File: src/rtl/fetch_sequencer.sv
// Fetch sequencer: issues aligned 16-byte I-cache line requests, buffers returned lines in an
// in-order skid FIFO and writes them to the instruction queue. FETCH_SEQ_PERF_EN adds perf counters.
module fetch_sequencer #(
  parameter int                    ADDR_WIDTH = 32,
  parameter int                    SKID_DEPTH = 2,
  parameter logic [ADDR_WIDTH-1:0] RESET_PC   = 32'hFFFF_FFF0
) (
  input  logic                  clk,
  input  logic                  reset,
  input  logic                  redirect_valid,
  input  logic [ADDR_WIDTH-1:0] redirect_pc,
  input  logic                  halt,
  output logic                  ic_req_valid,
  input  logic                  ic_req_ready,
  output logic [ADDR_WIDTH-1:0] ic_req_addr,
  input  logic                  ic_rsp_valid,
  input  logic [127:0]          ic_rsp_data,
  output logic                  iq_valid_i,
  input  logic                  iq_ready_i,
  output logic [127:0]          iq_data_i,
  output logic                  iq_flush,
  output logic                  iq_load,
  output logic [5:0]            iq_load_address,
  output logic [15:0]           perf_stale_drops,
  output logic [15:0]           perf_stall_cycles
);
  localparam int CW = $clog2(SKID_DEPTH + 1);
  localparam int PW = (SKID_DEPTH > 1) ? $clog2(SKID_DEPTH) : 1;
  localparam logic [CW:0] DEPTH_C = (CW+1)'(SKID_DEPTH);

  typedef enum logic [1:0] {INIT, RUN, HALT, REDIRECT} state_e;

  state_e                         state_q, state_d;
  logic [ADDR_WIDTH-1:0]          fetch_addr_q, fetch_addr_d;
  logic [CW-1:0]                  outst_q, outst_d, stale_q, stale_d, cnt_q, cnt_d;
  logic [PW-1:0]                  rd_q, rd_d, wr_q, wr_d;
  logic [3:0]                     load_off_q, load_off_d;
  logic [SKID_DEPTH-1:0][127:0]   mem_q;
  logic credit, redir, accept, drop, push, pop, in_redir;

  function automatic logic [PW-1:0] ptr_inc(input logic [PW-1:0] p);
    return (p == PW'(SKID_DEPTH - 1)) ? '0 : p + 1'b1;
  endfunction

  // Credits cover both in-flight requests and buffered lines, so the FIFO can never overflow.
  assign credit   = ({1'b0, outst_q} + {1'b0, cnt_q}) < DEPTH_C;
  assign in_redir = (state_q == REDIRECT);
  assign redir    = redirect_valid & (state_q != INIT);
  assign accept   = ic_req_valid & ic_req_ready;
  assign drop     = ic_rsp_valid & (stale_q != '0);
  assign push     = ic_rsp_valid & (stale_q == '0);
  assign pop      = iq_valid_i & iq_ready_i;

  assign ic_req_valid    = (state_q == RUN) & ~halt & ~redirect_valid & credit;
  assign ic_req_addr     = fetch_addr_q;
  assign iq_valid_i      = (cnt_q != '0) & ~in_redir;
  assign iq_data_i       = mem_q[rd_q];
  // Pulses are decoded from state; masked while reset is held so reset outputs read 0.
  assign iq_flush        = ~reset & ((state_q == INIT) | in_redir);
  assign iq_load         = iq_flush;
  assign iq_load_address = {2'b00, load_off_q};

  always_comb begin
    state_d = state_q;
    case (state_q)
      INIT:     state_d = halt ? HALT : RUN;
      RUN:      if (halt) state_d = HALT;
      HALT:     if (!halt) state_d = RUN;
      REDIRECT: state_d = halt ? HALT : RUN;
      default:  state_d = INIT;
    endcase
    if (redir) state_d = REDIRECT;

    fetch_addr_d = fetch_addr_q;
    if (accept) fetch_addr_d = fetch_addr_q + ADDR_WIDTH'(16);
    if (redir)  fetch_addr_d = {redirect_pc[ADDR_WIDTH-1:4], 4'b0000};

    outst_d = outst_q + CW'(accept) - CW'(ic_rsp_valid);

    // Everything still in flight when the redirect lands belongs to the old stream.
    stale_d = drop ? stale_q - 1'b1 : stale_q;
    if (redir) stale_d = outst_d;

    cnt_d = cnt_q + CW'(push) - CW'(pop);
    wr_d  = push ? ptr_inc(wr_q) : wr_q;
    rd_d  = pop ? ptr_inc(rd_q) : rd_q;
    if (redir) begin
      cnt_d = '0;
      wr_d  = '0;
      rd_d  = '0;
    end

    load_off_d = redir ? redirect_pc[3:0] : load_off_q;
  end

  always_ff @(posedge clk or posedge reset) begin
    if (reset) begin
      state_q      <= INIT;
      fetch_addr_q <= {RESET_PC[ADDR_WIDTH-1:4], 4'b0000};
      outst_q      <= '0;
      stale_q      <= '0;
      cnt_q        <= '0;
      rd_q         <= '0;
      wr_q         <= '0;
      load_off_q   <= RESET_PC[3:0];
      mem_q        <= '0;
    end else begin
      state_q      <= state_d;
      fetch_addr_q <= fetch_addr_d;
      outst_q      <= outst_d;
      stale_q      <= stale_d;
      cnt_q        <= cnt_d;
      rd_q         <= rd_d;
      wr_q         <= wr_d;
      load_off_q   <= load_off_d;
      if (push) mem_q[wr_q] <= ic_rsp_data;
    end
  end

`ifdef FETCH_SEQ_PERF_EN
  logic [15:0] drops_q, drops_d, stall_q, stall_d;

  always_comb begin
    drops_d = drops_q;
    stall_d = stall_q;
    if (drop && drops_q != 16'hFFFF) drops_d = drops_q + 16'd1;
    if (state_q == RUN && !credit && stall_q != 16'hFFFF) stall_d = stall_q + 16'd1;
  end

  always_ff @(posedge clk or posedge reset) begin
    if (reset) begin
      drops_q <= '0;
      stall_q <= '0;
    end else begin
      drops_q <= drops_d;
      stall_q <= stall_d;
    end
  end

  assign perf_stale_drops  = drops_q;
  assign perf_stall_cycles = stall_q;
`else
  assign perf_stale_drops  = '0;
  assign perf_stall_cycles = '0;
`endif

endmodule

File: config.mk
export PLATFORM = sky130hd
export DESIGN_NAME = fetch_sequencer
export DESIGN_NICKNAME = d
export VERILOG_FILES = /design/src/rtl/fetch_sequencer.sv
export SDC_FILE = /design/constraint.sdc
export NUM_CORES = 1
export LEC_CHECK = 0
export CAP_MARGIN = 30
export CORE_MARGIN = 2
export CORE_UTILIZATION = 25
export DETAILED_ROUTE_END_ITERATION = 8
export PLACE_DENSITY = 0.49
export SYNTH_ARGS = -nofsm -noshare
export SYNTH_HDL_FRONTEND = slang
export SYNTH_SLANG_ARGS = --single-unit
File: constraint.sdc
create_clock -name clk -period 9.2 [get_ports clk]
set_clock_uncertainty 0.05 [all_clocks]
set_input_delay 1.38 -clock clk [delete_from_list [all_inputs] [get_ports clk]]
set_output_delay 1.38 -clock clk [all_outputs]
set_load 0.005 [all_outputs]
==> impl_metrics.sql <==
INSERT INTO impl_metrics (metric_group, metric, value, unit) VALUES
('floorplan', 'floorplan.initialDensity', '25.3', '%'),
('synth', 'yosys-top-cells-area', 'dfrtp_1, mux2_2, dfstp_2', ''),
('cells_and_area', 'fin_nets', '1504', ''),
('global_route', 'globalRoute.totalOverflow', '0', ''),
('clock_network', 'cts.hold.buffers_added', '0', ''),
('critical_path', 'cpPeakStageDelay', '0.50', 'ns'),
('placement', 'port-buffer-count', '330', ''),
('timing', 'setup_repair_after_global_routing_missed_its_margin', 'no', ''),
('clock_network', 'h-tree-depth', '2', ''),
('placement', 'placement.setup.worst_slack', '4.85', 'ns'),
('synth', 'synth_top_area_cell', 'dfrtp_1', ''),
('pwr', 'leakagePower', '7.84', 'nW'),
('floorplan', 'die_height', '238', 'um'),
('floorplan', 'die_area', '0.0566', 'mm^2'),
('synth', 'synth_largest_type_area_fraction', '49.4', '%'),
('synth', 'synth-main-ff-cell', 'dfrtp_1', ''),
('drt', 'drc', '0', ''),
('global_route', 'grt_pass1_wl', '56600', 'um'),
('critical_path', 'critical_path.cell_chain', 'clkdlybuf4s50_1, nor4_1, and2_1, clkdlybuf4s50_1', ''),
('critical_path', 'critical-path-top-cell-by-count', 'clkdlybuf4s50_1', ''),
('timing', 'max_slew_margin', '27.4', '%'),
('synth', 'synth-seq-cells', '298', ''),
('timing', 'post-route-period-util', '47.2', '%'),
('pwr', 'finalPower', '6.21', 'mW'),
('synth', 'synth_area_per_cell', '13.7', 'um^2'),
('timing', 'setup_viol', '0', ''),
('synth', 'synth-simple-area-share', '4.84', '%'),
('critical_path', 'worst_ep_arrival_time', '2.91', 'ns'),
('synth', 'synth_top_family_by_area', 'multiplexers', ''),
('critical_path', 'timing.setup.critical_path_class', 'in -> out', ''),
('floorplan', 'design.portCount', '369', ''),
('synth', 'yosys.area_share.adder', '1.15', '%'),
('drt', 'drt_first_iter_violations', '242', ''),
('clock_network', 'cts_tree', 'yes', ''),
('timing', 'layout_min_cycle_time', '4.34', 'ns'),
('run_status', 'status', 'complete, no violations', ''),
('floorplan', 'core_area', '0.0540', 'mm^2'),
('drt', 'num_vias', '9016', ''),
('global_route', 'grt.total_usage', '12.7', '%'),
('critical_path', 'path_max_fanout', '5', ''),
('placement', 'dp_hpwl', '23900', 'um'),
('floorplan', 'die_width', '238', 'um'),
('placement', 'detailed_place.area', '0.0176', 'mm^2'),
('critical_path', 'worst_path_dominant_cell_family', 'buffers and inverters', ''),
('placement', 'gp_congestion', '0.720', ''),
('timing', 'maxSlewViolCount', '0', ''),
('min_path', 'timing.hold.worst.class', 'reg -> reg', ''),
('timing', 'fin_ws', '4.86', 'ns'),
('synth', 'synth_xor_area_share', '0.832', '%'),
('clock_network', 'post_cts_resize_count', '0', ''),
('clock_network', 'cts_inserted_buffers', '38', ''),
('synth', 'mappedNetlistArea', '0.0137', 'mm^2'),
('clock_network', 'cts_num_sinks', '298', ''),
('synth', 'synth_async_sr_flop_share', '100', '%'),
('cells_and_area', 'filler_cell_count', '5335', ''),
('clock_network', 'clockRootBuffer', 'clkbuf_16', ''),
('synth', 'netlist_cell_types', '38', ''),
('global_route', 'antenna_found_initial', '6', ''),
('synth', 'syn-instance-count', '1000', ''),
('drt', 'routed_wl', '36400', 'um'),
('cells_and_area', 'design_area', '0.0189', 'mm^2'),
('floorplan', 'cell_rows', '85', ''),
('timing', 'setup-tns-final', '0', 'ns'),
('synth', 'synth_compound_area_share', '2.52', '%'),
('global_route', 'grt_pass1_vias', '9642', ''),
('timing', 'clock.fmax', '0.230', 'GHz'),
('pwr', 'vdd.ir_drop.worst', '166', 'uV'),
('timing', 'hold_violations', '0', ''),
('timing', 'tightest_slew', '1.09', 'ns'),
('global_route', 'grt_start_max_net_pins', '171', ''),
('cells_and_area', 'areaGrowthSynthToFinish', '37.9', '%');
==> registers in the layout, indices dropped and copies added (netlist names), 2 cells and up <==
name and cells:
load_off_q 4, cnt_q 2, ic_req_addr 28, outst_q 2, stale_q 2, mem_q 256
state_q 2
==> power by group <==
part | leakage [nW] | total [mW] | internal [mW] | switching [mW]
sequential | 3.60 | 2.24 | 1.93 | 0.303
clock | 0.614 | 1.50 | 0.907 | 0.590
combinational | 3.62 | 2.48 | 1.63 | 0.853
==> worst reg2reg max path, stage by stage (launching register included) <==
cell	delay [ns]
dfrtp_1	0.40
and2_1	0.16
fa_1	0.47
or4_1	0.66
or4_1	0.85
or4_1	0.59
a31oi_1	0.18
==> per-layer routing <==
metal  routed length (um)  up-vias  part of all wire [%]  GRT usage [%]
li1                     -     4166                     -              -
met1                14900     4533                    41           15.1
met2                17600      246                    48           21.1
met3                 2910       61                   8.0           4.69
met4                  893       10                   2.5           4.19
met5                   58        -                  0.16              0
==> synth_stat cells (4+ instances only) <==
cell type	number
mux2_2	385
dfrtp_1	270
clkbuf_1	48
buf_4	39
nand2_1	39
dfstp_2	28
nor2_1	24
a31oi_1	19
or4_1	17
o21ai_0	16
o31ai_1	15
inv_1	12
nand3_1	12
xnor2_1	12
ha_1	11
and2_1	6
nand4_1	6
and3_1	5
or3_1	4
==> cells by family (layout without fill, tap and decap cells) <==
logic type / after synthesis / after routing
multiplexers: 387 / 387
flip-flops: 298 / 298
AND/OR/NAND/NOR: 129 / 129
buffers and inverters: 105 / 418
AO/OA/AOI/OAI: 55 / 55
XOR/XNOR: 13 / 13
adder cells (fa/ha/maj): 12 / 12
other: 1 / 39
==> path summary, 6_finish.rpt <==
kind	end	from	cells after the start	slack, ns
max in group asynchronous	mem_q[76]	reset	4	6.16
worst max-delay path	ic_req_valid	halt	4	4.86
min in group asynchronous	load_off_q[3]	reset	3	1.37
worst min-delay path	load_off_q[0]	load_off_q[0]	2	0.42
worst min register to register	load_off_q[0]	load_off_q[0]	2	0.42
worst max register to register	ic_req_addr[28]	cnt_q[0]	6	5.77
==> per-stage QoR <==
step / hold slack (ns) / utilization [%] / cells
final: 0.424 / 34.9 / 2047
after global routing: 0.449 / 34.9 / 2047
after detailed placement: 0.418 / 32.6 / 1981
after CTS: 0.429 / 34.9 / 2046
after floorplan: 0.420 / - / 1037
after global placement: 0.408 / 32.6 / 1980
==> placed cells by master, fill, tap and decap left out, drive strengths merged, types with 15 or more instances in the layout <==
cell type / Yosys / layout
clkdlybuf4s50: 0 / 330
o31ai: 15 / 15
a31oi: 19 / 19
conb: 1 / 38
o21ai: 16 / 16
clkbuf: 48 / 57
or4: 18 / 18
dfrtp: 270 / 270
nand2: 39 / 39
dfstp: 28 / 28
nor2: 24 / 24
mux2: 385 / 385
==> layout make-up <==
type | instances | area, um^2 | area share (%)
well taps | 696 | 871 | 4.61
clock inverters | 8 | 109 | 0.577
clock buffers | 57 | 1130 | 6.01
diodes | 1 | 2.50 | 0.0133
repair buffers | 341 | 3420 | 18.1
flip-flops and latches | 298 | 7500 | 39.7
inverters | 12 | 48.8 | 0.259
multi-input cells | 634 | 5800 | 30.7
Note: power is estimated with default switching activity, not from simulation.
